--- src/rtl/dma_pkg.sv ---
// Shared constants and types for the DMA read-side blocks.
// The flag bundle travels with both the address stream and the data stream.
package dma_pkg;

    localparam int DMA_AW     = 11;
    localparam int DMA_DW     = 32;
    localparam int DMA_FLAG_W = 2;

    typedef struct packed {
        logic first;
        logic last;
    } dma_flags_t;

endpackage

--- src/rtl/dma_sync_fifo.sv ---
// Parameterised register FIFO: circular buffer with wrap-around pointers and an
// occupancy count. The head entry is presented combinationally on rdata.
module dma_sync_fifo #(
    parameter int WIDTH = 8,
    parameter int DEPTH = 2
) (
    input  logic                           clk,
    input  logic                           rst_n,
    input  logic                           push,
    input  logic [WIDTH-1:0]               wdata,
    input  logic                           pop,
    output logic [WIDTH-1:0]               rdata,
    output logic                           full,
    output logic                           empty,
    output logic [$clog2(DEPTH+1)-1:0]     count
);

    localparam int PW = (DEPTH > 1) ? $clog2(DEPTH) : 1;
    localparam int CW = $clog2(DEPTH + 1);
    localparam logic [PW-1:0] PTR_LAST = PW'(DEPTH - 1);
    localparam logic [CW-1:0] CNT_FULL = CW'(DEPTH);

    // Pointers wrap at DEPTH, which need not be a power of two.
    function automatic logic [PW-1:0] ptr_inc(input logic [PW-1:0] ptr);
        logic [PW-1:0] nxt;
        if (ptr == PTR_LAST) begin
            nxt = {PW{1'b0}};
        end else begin
            nxt = ptr + PW'(1);
        end
        return nxt;
    endfunction

    logic [WIDTH-1:0] mem_q [DEPTH];
    logic [WIDTH-1:0] mem_d [DEPTH];
    logic [PW-1:0]    wr_ptr_q, wr_ptr_d;
    logic [PW-1:0]    rd_ptr_q, rd_ptr_d;
    logic [CW-1:0]    count_q, count_d;
    logic             do_push_s;
    logic             do_pop_s;

    assign full      = (count_q == CNT_FULL);
    assign empty     = (count_q == {CW{1'b0}});
    assign do_push_s = push & ~full;
    assign do_pop_s  = pop & ~empty;
    assign rdata     = mem_q[rd_ptr_q];
    assign count     = count_q;

    // Next-state for storage, pointers and count.
    always_comb begin
        mem_d = mem_q;
        if (do_push_s) begin
            mem_d[wr_ptr_q] = wdata;
            wr_ptr_d        = ptr_inc(wr_ptr_q);
        end else begin
            wr_ptr_d = wr_ptr_q;
        end
        if (do_pop_s) begin
            rd_ptr_d = ptr_inc(rd_ptr_q);
        end else begin
            rd_ptr_d = rd_ptr_q;
        end
        case ({do_push_s, do_pop_s})
            2'b10:   count_d = count_q + CW'(1);
            2'b01:   count_d = count_q - CW'(1);
            default: count_d = count_q;
        endcase
    end

    // State registers; storage is cleared so outputs read zero after reset.
    always_ff @(posedge clk or negedge rst_n) begin
        if (!rst_n) begin
            for (int i = 0; i < DEPTH; i++) begin
                mem_q[i] <= {WIDTH{1'b0}};
            end
            wr_ptr_q <= {PW{1'b0}};
            rd_ptr_q <= {PW{1'b0}};
            count_q  <= {CW{1'b0}};
        end else begin
            mem_q    <= mem_d;
            wr_ptr_q <= wr_ptr_d;
            rd_ptr_q <= rd_ptr_d;
            count_q  <= count_d;
        end
    end

endmodule

--- src/rtl/dma_sync_fifo_chk.sv ---
// Protocol checker for dma_sync_fifo: the producer must never push into a full FIFO.
module dma_sync_fifo_chk (
    input  logic clk,
    input  logic rst_n,
    input  logic push,
    input  logic full
);

    push_when_full_a: assert property (@(posedge clk) disable iff (!rst_n) !(push && full));

endmodule

--- src/rtl/dma_rd_stream.sv ---
// Turns an address stream into SRAM reads and returns the data as a valid/ready
// stream with first/last attached; credits cover the in-flight read plus FIFO space.
module dma_rd_stream
    import dma_pkg::*;
#(
    parameter int AW    = DMA_AW,
    parameter int DW    = DMA_DW,
    parameter int DEPTH = 2
) (
    input  logic          clk,
    input  logic          rst_n,
    input  logic [AW-1:0] s_addr,
    input  logic          s_first,
    input  logic          s_last,
    input  logic          s_valid,
    output logic          s_ready,
    output logic          mem_cs,
    output logic [AW-1:0] mem_addr,
    input  logic [DW-1:0] mem_rdata,
    output logic [DW-1:0] m_data,
    output logic          m_first,
    output logic          m_last,
    output logic          m_valid,
    input  logic          m_ready,
    output logic          busy
);

    localparam int CW = $clog2(DEPTH + 1);
    localparam int FW = DW + DMA_FLAG_W;

    logic          inflight_q, inflight_d;
    dma_flags_t    tag_q, tag_d;

    logic          accept_s;
    logic          pop_s;
    logic          s_ready_s;
    logic [CW:0]   used_s;
    logic [CW:0]   net_s;
    logic          fifo_full_s;
    logic          fifo_empty_s;
    logic [CW-1:0] fifo_cnt_s;
    logic [FW-1:0] fifo_wdata_s;
    logic [FW-1:0] fifo_rdata_s;
    dma_flags_t    head_flags_s;

    // Credit check: a beat popped this cycle frees a slot for the address accepted now.
    always_comb begin
        used_s    = {1'b0, fifo_cnt_s} + {{CW{1'b0}}, inflight_q};
        net_s     = used_s - {{CW{1'b0}}, pop_s};
        s_ready_s = (net_s < (CW+1)'(DEPTH));
    end

    assign pop_s    = ~fifo_empty_s & m_ready;
    assign accept_s = s_valid & s_ready_s;

    // The in-flight flag marks that mem_rdata carries a beat this cycle.
    always_comb begin
        inflight_d = accept_s;
        if (accept_s) begin
            tag_d.first = s_first;
            tag_d.last  = s_last;
        end else begin
            tag_d = tag_q;
        end
    end

    // Read-tracking registers; reset drops any read still returning from the SRAM.
    always_ff @(posedge clk or negedge rst_n) begin
        if (!rst_n) begin
            inflight_q <= 1'b0;
            tag_q      <= {DMA_FLAG_W{1'b0}};
        end else begin
            inflight_q <= inflight_d;
            tag_q      <= tag_d;
        end
    end

    assign fifo_wdata_s = {tag_q, mem_rdata};

    dma_sync_fifo #(
        .WIDTH (FW),
        .DEPTH (DEPTH)
    ) u_fifo (
        .clk   (clk),
        .rst_n (rst_n),
        .push  (inflight_q),
        .wdata (fifo_wdata_s),
        .pop   (pop_s),
        .rdata (fifo_rdata_s),
        .full  (fifo_full_s),
        .empty (fifo_empty_s),
        .count (fifo_cnt_s)
    );

    dma_sync_fifo_chk u_fifo_chk (
        .clk   (clk),
        .rst_n (rst_n),
        .push  (inflight_q),
        .full  (fifo_full_s)
    );

    assign head_flags_s = fifo_rdata_s[FW-1:DW];

    assign s_ready  = s_ready_s;
    assign mem_cs   = accept_s;
    assign mem_addr = s_addr;
    assign m_data   = fifo_rdata_s[DW-1:0];
    assign m_first  = head_flags_s.first;
    assign m_last   = head_flags_s.last;
    assign m_valid  = ~fifo_empty_s;
    assign busy     = inflight_q | (fifo_cnt_s != {CW{1'b0}});

endmodule
--- config.mk ---
export PLATFORM = sky130hd
export DESIGN_NAME = dma_rd_stream
export DESIGN_NICKNAME = d
export VERILOG_FILES = /design/src/rtl/dma_pkg.sv /design/src/rtl/dma_sync_fifo.sv /design/src/rtl/dma_sync_fifo_chk.sv /design/src/rtl/dma_rd_stream.sv
export SDC_FILE = /design/constraint.sdc
export NUM_CORES = 1
export LEC_CHECK = 0
export CORE_MARGIN = 4
export CORE_UTILIZATION = 37
export CTS_CLUSTER_SIZE = 20
export DETAILED_ROUTE_END_ITERATION = 6
export GPL_TIMING_DRIVEN = 1
export SLEW_MARGIN = 20
export SYNTH_ARGS = -nofsm -noshare
export SYNTH_HDL_FRONTEND = slang
export SYNTH_SLANG_ARGS = --single-unit
--- constraint.sdc ---
create_clock -name clk -period 6.9 [get_ports clk]
set_input_delay 1.035 -clock clk [delete_from_list [all_inputs] [get_ports clk]]
set_output_delay 1.035 -clock clk [all_outputs]
set_load 0.02 [all_outputs]
* After elaboration in Yosys (flattened, before gate mapping) *
Index checks and enable logic that the tools add are counted.

word-level totals
  register bits = 75
  input bits = 49
  output and inout bits = 49

operators by class
  $add $sub $neg = 6
  $lt $le $gt $ge = 4
  eq/ne operators = 3
  mux-type cells = 9
  bitwise gates (word level) = 9
  reductions and logical operators = 4

operators with widths
  kind                                                      count
  two-way mux 34 bit                                        4
  bitwise mux 68 bit                                        1
  demux 34 bit (select 1 bit)                               1
  AND 1 bit                                                 4
  == test 2 bit, second input constant                      2
  greater-or-equal comparator 2 bit, second input constant  2
  NOT 1 -> 2 bit                                            2
  one-hot mux 2 bit (2 select lines)                        1
  nonzero test 2 bit                                        2
  adder 2 x 1 -> 3 bit                                      1
  < comparator 3 x 2 -> 1 bit, second input constant        1
  subtractor 3 x 1 -> 3 bit                                 1
  adder 1 bit, second input constant                        2
  adder 2 x 1 -> 2 bit, second input constant               1
  == test 2 x 1 -> 1 bit, second input constant             1
  zero test 2 bit                                           1
  < comparator 2 x 1 -> 1 bit, second input constant        1
  two-way mux 1 bit                                         2
  NOT 1 bit                                                 2
  subtractor 2 x 1 -> 2 bit, second input constant          1
  logical AND 1 bit                                         1
  OR 1 bit                                                  1

* Logic depth before layout (Yosys ltp) *
  word-level depth = 6
  depth in mapped cells = 8
  mapped depth without buffers = 8

* Hierarchy *
Synthesis repeated with hierarchy kept, for this count alone.

second synthesis, totals
  cells, all modules = 225
  area total of the unflattened synthesis = 3414.5 um^2

by module, submodules not included
  module         instances  cells an instance  area each (um^2)  sequential area each (um^2)
  dma_sync_fifo  1          199                3139.3            1801.7
  dma_rd_stream  1          26                 275.3             75.1

* Least setup slack after synthesis *
Ideal clock, no wire load.

  path type = input port to output port
  start point = input port m_ready
  end point = output port mem_cs
  arrival = 2.445 ns
  required time = 5.865 ns
  path slack = 3.420 ns
  stages on the path = 6
  cells stage by stage = and2_1 ha_1 nand2b_1 fa_1 xnor2_1 and3_1

between the ends
  word-level cells in the longest chain between the ends = 4

ends and longest elaborated chain
  item                         line                 text
  start: declaration           dma_rd_stream.sv:24  input logic m_ready,
  AND 1 bit                    dma_rd_stream.sv:53  assign pop_s = ~fifo_empty_s & m_ready;
  subtractor 3 x 1 -> 3 bit    dma_rd_stream.sv:49  net_s = used_s - {{CW{1'b0}}, pop_s};
  < comparator 3 x 2 -> 1 bit  dma_rd_stream.sv:50  s_ready_s = (net_s < (CW+1)'(DEPTH));
  AND 1 bit                    dma_rd_stream.sv:54  assign accept_s = s_valid & s_ready_s;
  end: declaration             dma_rd_stream.sv:17  output logic mem_cs,

Every way passes these cells.

* Worst setup path after layout *
Same ends and word-level chain as after synthesis.

==> impl_metrics.toml <==
[final_layout]
post-route-util_pct = 47.1
antenna_cells = 0
nets = 341
final_common_cell = "dfrtp_1"
mostFrequentLayoutCells = "75 x dfrtp_1, 74 x clkdlybuf4s50_1, 60 x mux2_4"
areaGrowthSynthToFinish_pct = 24.6
drive_above_1_share_pct = 43.0

[route]
wl_met3_um = 408
remaining_drc_errors = 0
drt_pass1_iterations = 4
drt_iter0_drc = 29
wl_met1_um = 3240
wl_per_cell_um = 16.2
wl_met2_um = 3130
viasPerCell = 4.58
ant_nets = 0
vias = 1949
wl_um = 6910
top_layer = "met4"

[worst_setup_path]
required_ps = 5860
r2r_end = "fifo_wdata_s[33]"
crit_fanout = 4
reg2reg_setup_slack_ps = 4250
start_kind = "primary input"
endpoint_kind = "primary output"
rr_worst_depth = 8
cp_data_arrival_time_ps = 3470
rr_startpoint = "u_fifo.count[1]"
timing_worst_setup_path_type = "primary input to primary output"

[sta]
max_freq_ghz = 0.222
fin_setup_tns_ps = 0
hold_slack_ps = 495
post-route-period-util_pct = 65.3
fin_skew_ps = 7.41
worst_slew_pin_slew_ps = 957
fin_crit_ps = 4510
finalSetupViolations = 0
rsz0062_at_grt = "no"
finalHoldViolCount = 0
slew_headroom_pct = 36.2
drv_slew = 0
worst_slack_ps = 2390

[job]
max_cap_viol_count = 0

[clocking]
cts_resized = 0
clock-sinks = 75
postCtsSetupBuffers = 0
clock_path_buffers = 2
cts_root_buf = "clkbuf_8"
hold_buffers = 0
cts_tree = "yes"
numCtsBuffers = 9
path_clk_slew_ps = 80
clock_latency_ps = 340
cts_htree_levels = 3

[hold_path]
min_from = "u_fifo.wr_ptr_q"
whs_endpoint = "u_fifo.wr_ptr_q"
hold_depth = 1
hp-class = "flop to flop"

[yosys]
synth.net_count = 275
yosysTopAreaCell = "dfrtp_1"
muxShareOfSynthArea_pct = 38.2
synth_area_sq_um = 3660
netlist.area_leader.share_pct = 51.3
synth-seq-cells = 75
synthXorXnorAreaFrac_pct = 1.44
ys_seq_area_share_pct = 51.3
post_synth_num_cell_types = 21
synth_cells = 223
synth_top_family_by_area = "multiplexers"
synthAdderAreaFrac_pct = 1.23
synth_area_leaders = "dfrtp_1 51%, mux2_4 25%, mux2_2 14%"
synth_compound_area_share_pct = 0
ys.warnings.count = 0
syn_area_per_cell_sq_um = 16.4
synthSimpleGateAreaFrac_pct = 1.85

[grt]
grt_pass1_vias = 2208
gr-usage-all-layers_pct = 12.8
grt_pass1_wl_um = 11300
grt_max_degree = 76
antenna_found_initial = 0
grt_overflow = 0

[power]
p_leak_nw = 1.98
powerDensity_nw_per_um2 = 516
power_mw = 2.35
ir_worst_vdd_v = 0.000256

[die]
dieWidth_um = 107
die_area_sq_um = 11500
die_h_um = 107
start_util_pct = 37.8
num_io_pins = 98
core-area_sq_um = 9680
rows = 36

[placed_design]
dp_slack_ps = 2360
gp_congestion = 0.649
dp_hpwl_um = 4370
port_buffers = 75

[outcome]
status = "finished, final reports clean"
-- synth_stat cells (all sizes together) --
master    n
mux2    104
xor2      2
buf      22
and2      2
and3      2
ha        2
or3       1
inv       1
clkbuf    1
fa        1
nand2b    2
or2       1
nand2     1
and3b     1
dfrtp    75
xnor2     4
nor2      1
-- cell type report --
class	instances	area, sq um
flip-flops and latches	75	1880
inverters	1	3.75
multi-input cells	124	1560
clock inverters	2	10.0
well taps	133	166
repair buffers	78	771
fillers	875	5120
clock buffers	13	169
-- report_power, final --
group	total [mW]	internal, mW	switching, mW	leakage (nW)
clock network	0.310	0.157	0.153	0.0953
logic	1.25	0.761	0.488	0.977
registers	0.792	0.661	0.131	0.906
-- worst max-delay path: stages --
cell	delay (ps)
clkdlybuf4s50_1	450
and2_1	180
ha_1	240
nand2b_1	150
fa_1	380
xnor2_1	160
and3_1	250
clkdlybuf4s50_1	630
-- through the flow --
| step | std cells | area [sq um] |
|---|---|---|
| 5_1_grt | 426 | 4560 |
| 4_1_cts | 426 | 4560 |
| 3_3_place_gp | 411 | 4380 |
| 2_1_floorplan | 223 | 3660 |
| 3_5_place_dp | 411 | 4380 |
| 6_report | 426 | 4560 |
-- state kept, by name (all words and copies together), names as in the netlist --
signal / count
u_fifo.mem_q: 68
fifo_wdata_s: 2
u_fifo.count: 2
inflight_q: 1
u_fifo.rd_ptr_q: 1
u_fifo.wr_ptr_q: 1
-- how the worst max path moves through the flow --
stage	startpoint	end	slack, ps	depth (start not counted)
5_1_grt	m_ready	mem_cs	2240	8
6_report	m_ready	mem_cs	2390	8
3_3_place_gp	m_ready	mem_cs	2390	8
2_1_floorplan	m_ready	mem_cs	3420	6
3_5_place_dp	m_ready	mem_cs	2360	8
4_1_cts	m_ready	mem_cs	2350	8
-- kinds of logic (layout without fill, tap and decap cells) --
| logic type | count (synthesis) | count (layout) |
|---|---|---|
| adder cells (fa/ha/maj) | 3 | 3 |
| AND/OR/NAND/NOR | 11 | 11 |
| flip-flops | 75 | 75 |
| multiplexers | 104 | 104 |
| buffers and inverters | 24 | 94 |
| XOR/XNOR | 6 | 6 |
-- routing by layer --
layer	track usage, %	vias up
met1	16.7	993
met2	19.3	54
met4	5.23	0
met5	0	-
li1	-	892
met3	4.68	10
(Power assumes the default switching activity.)
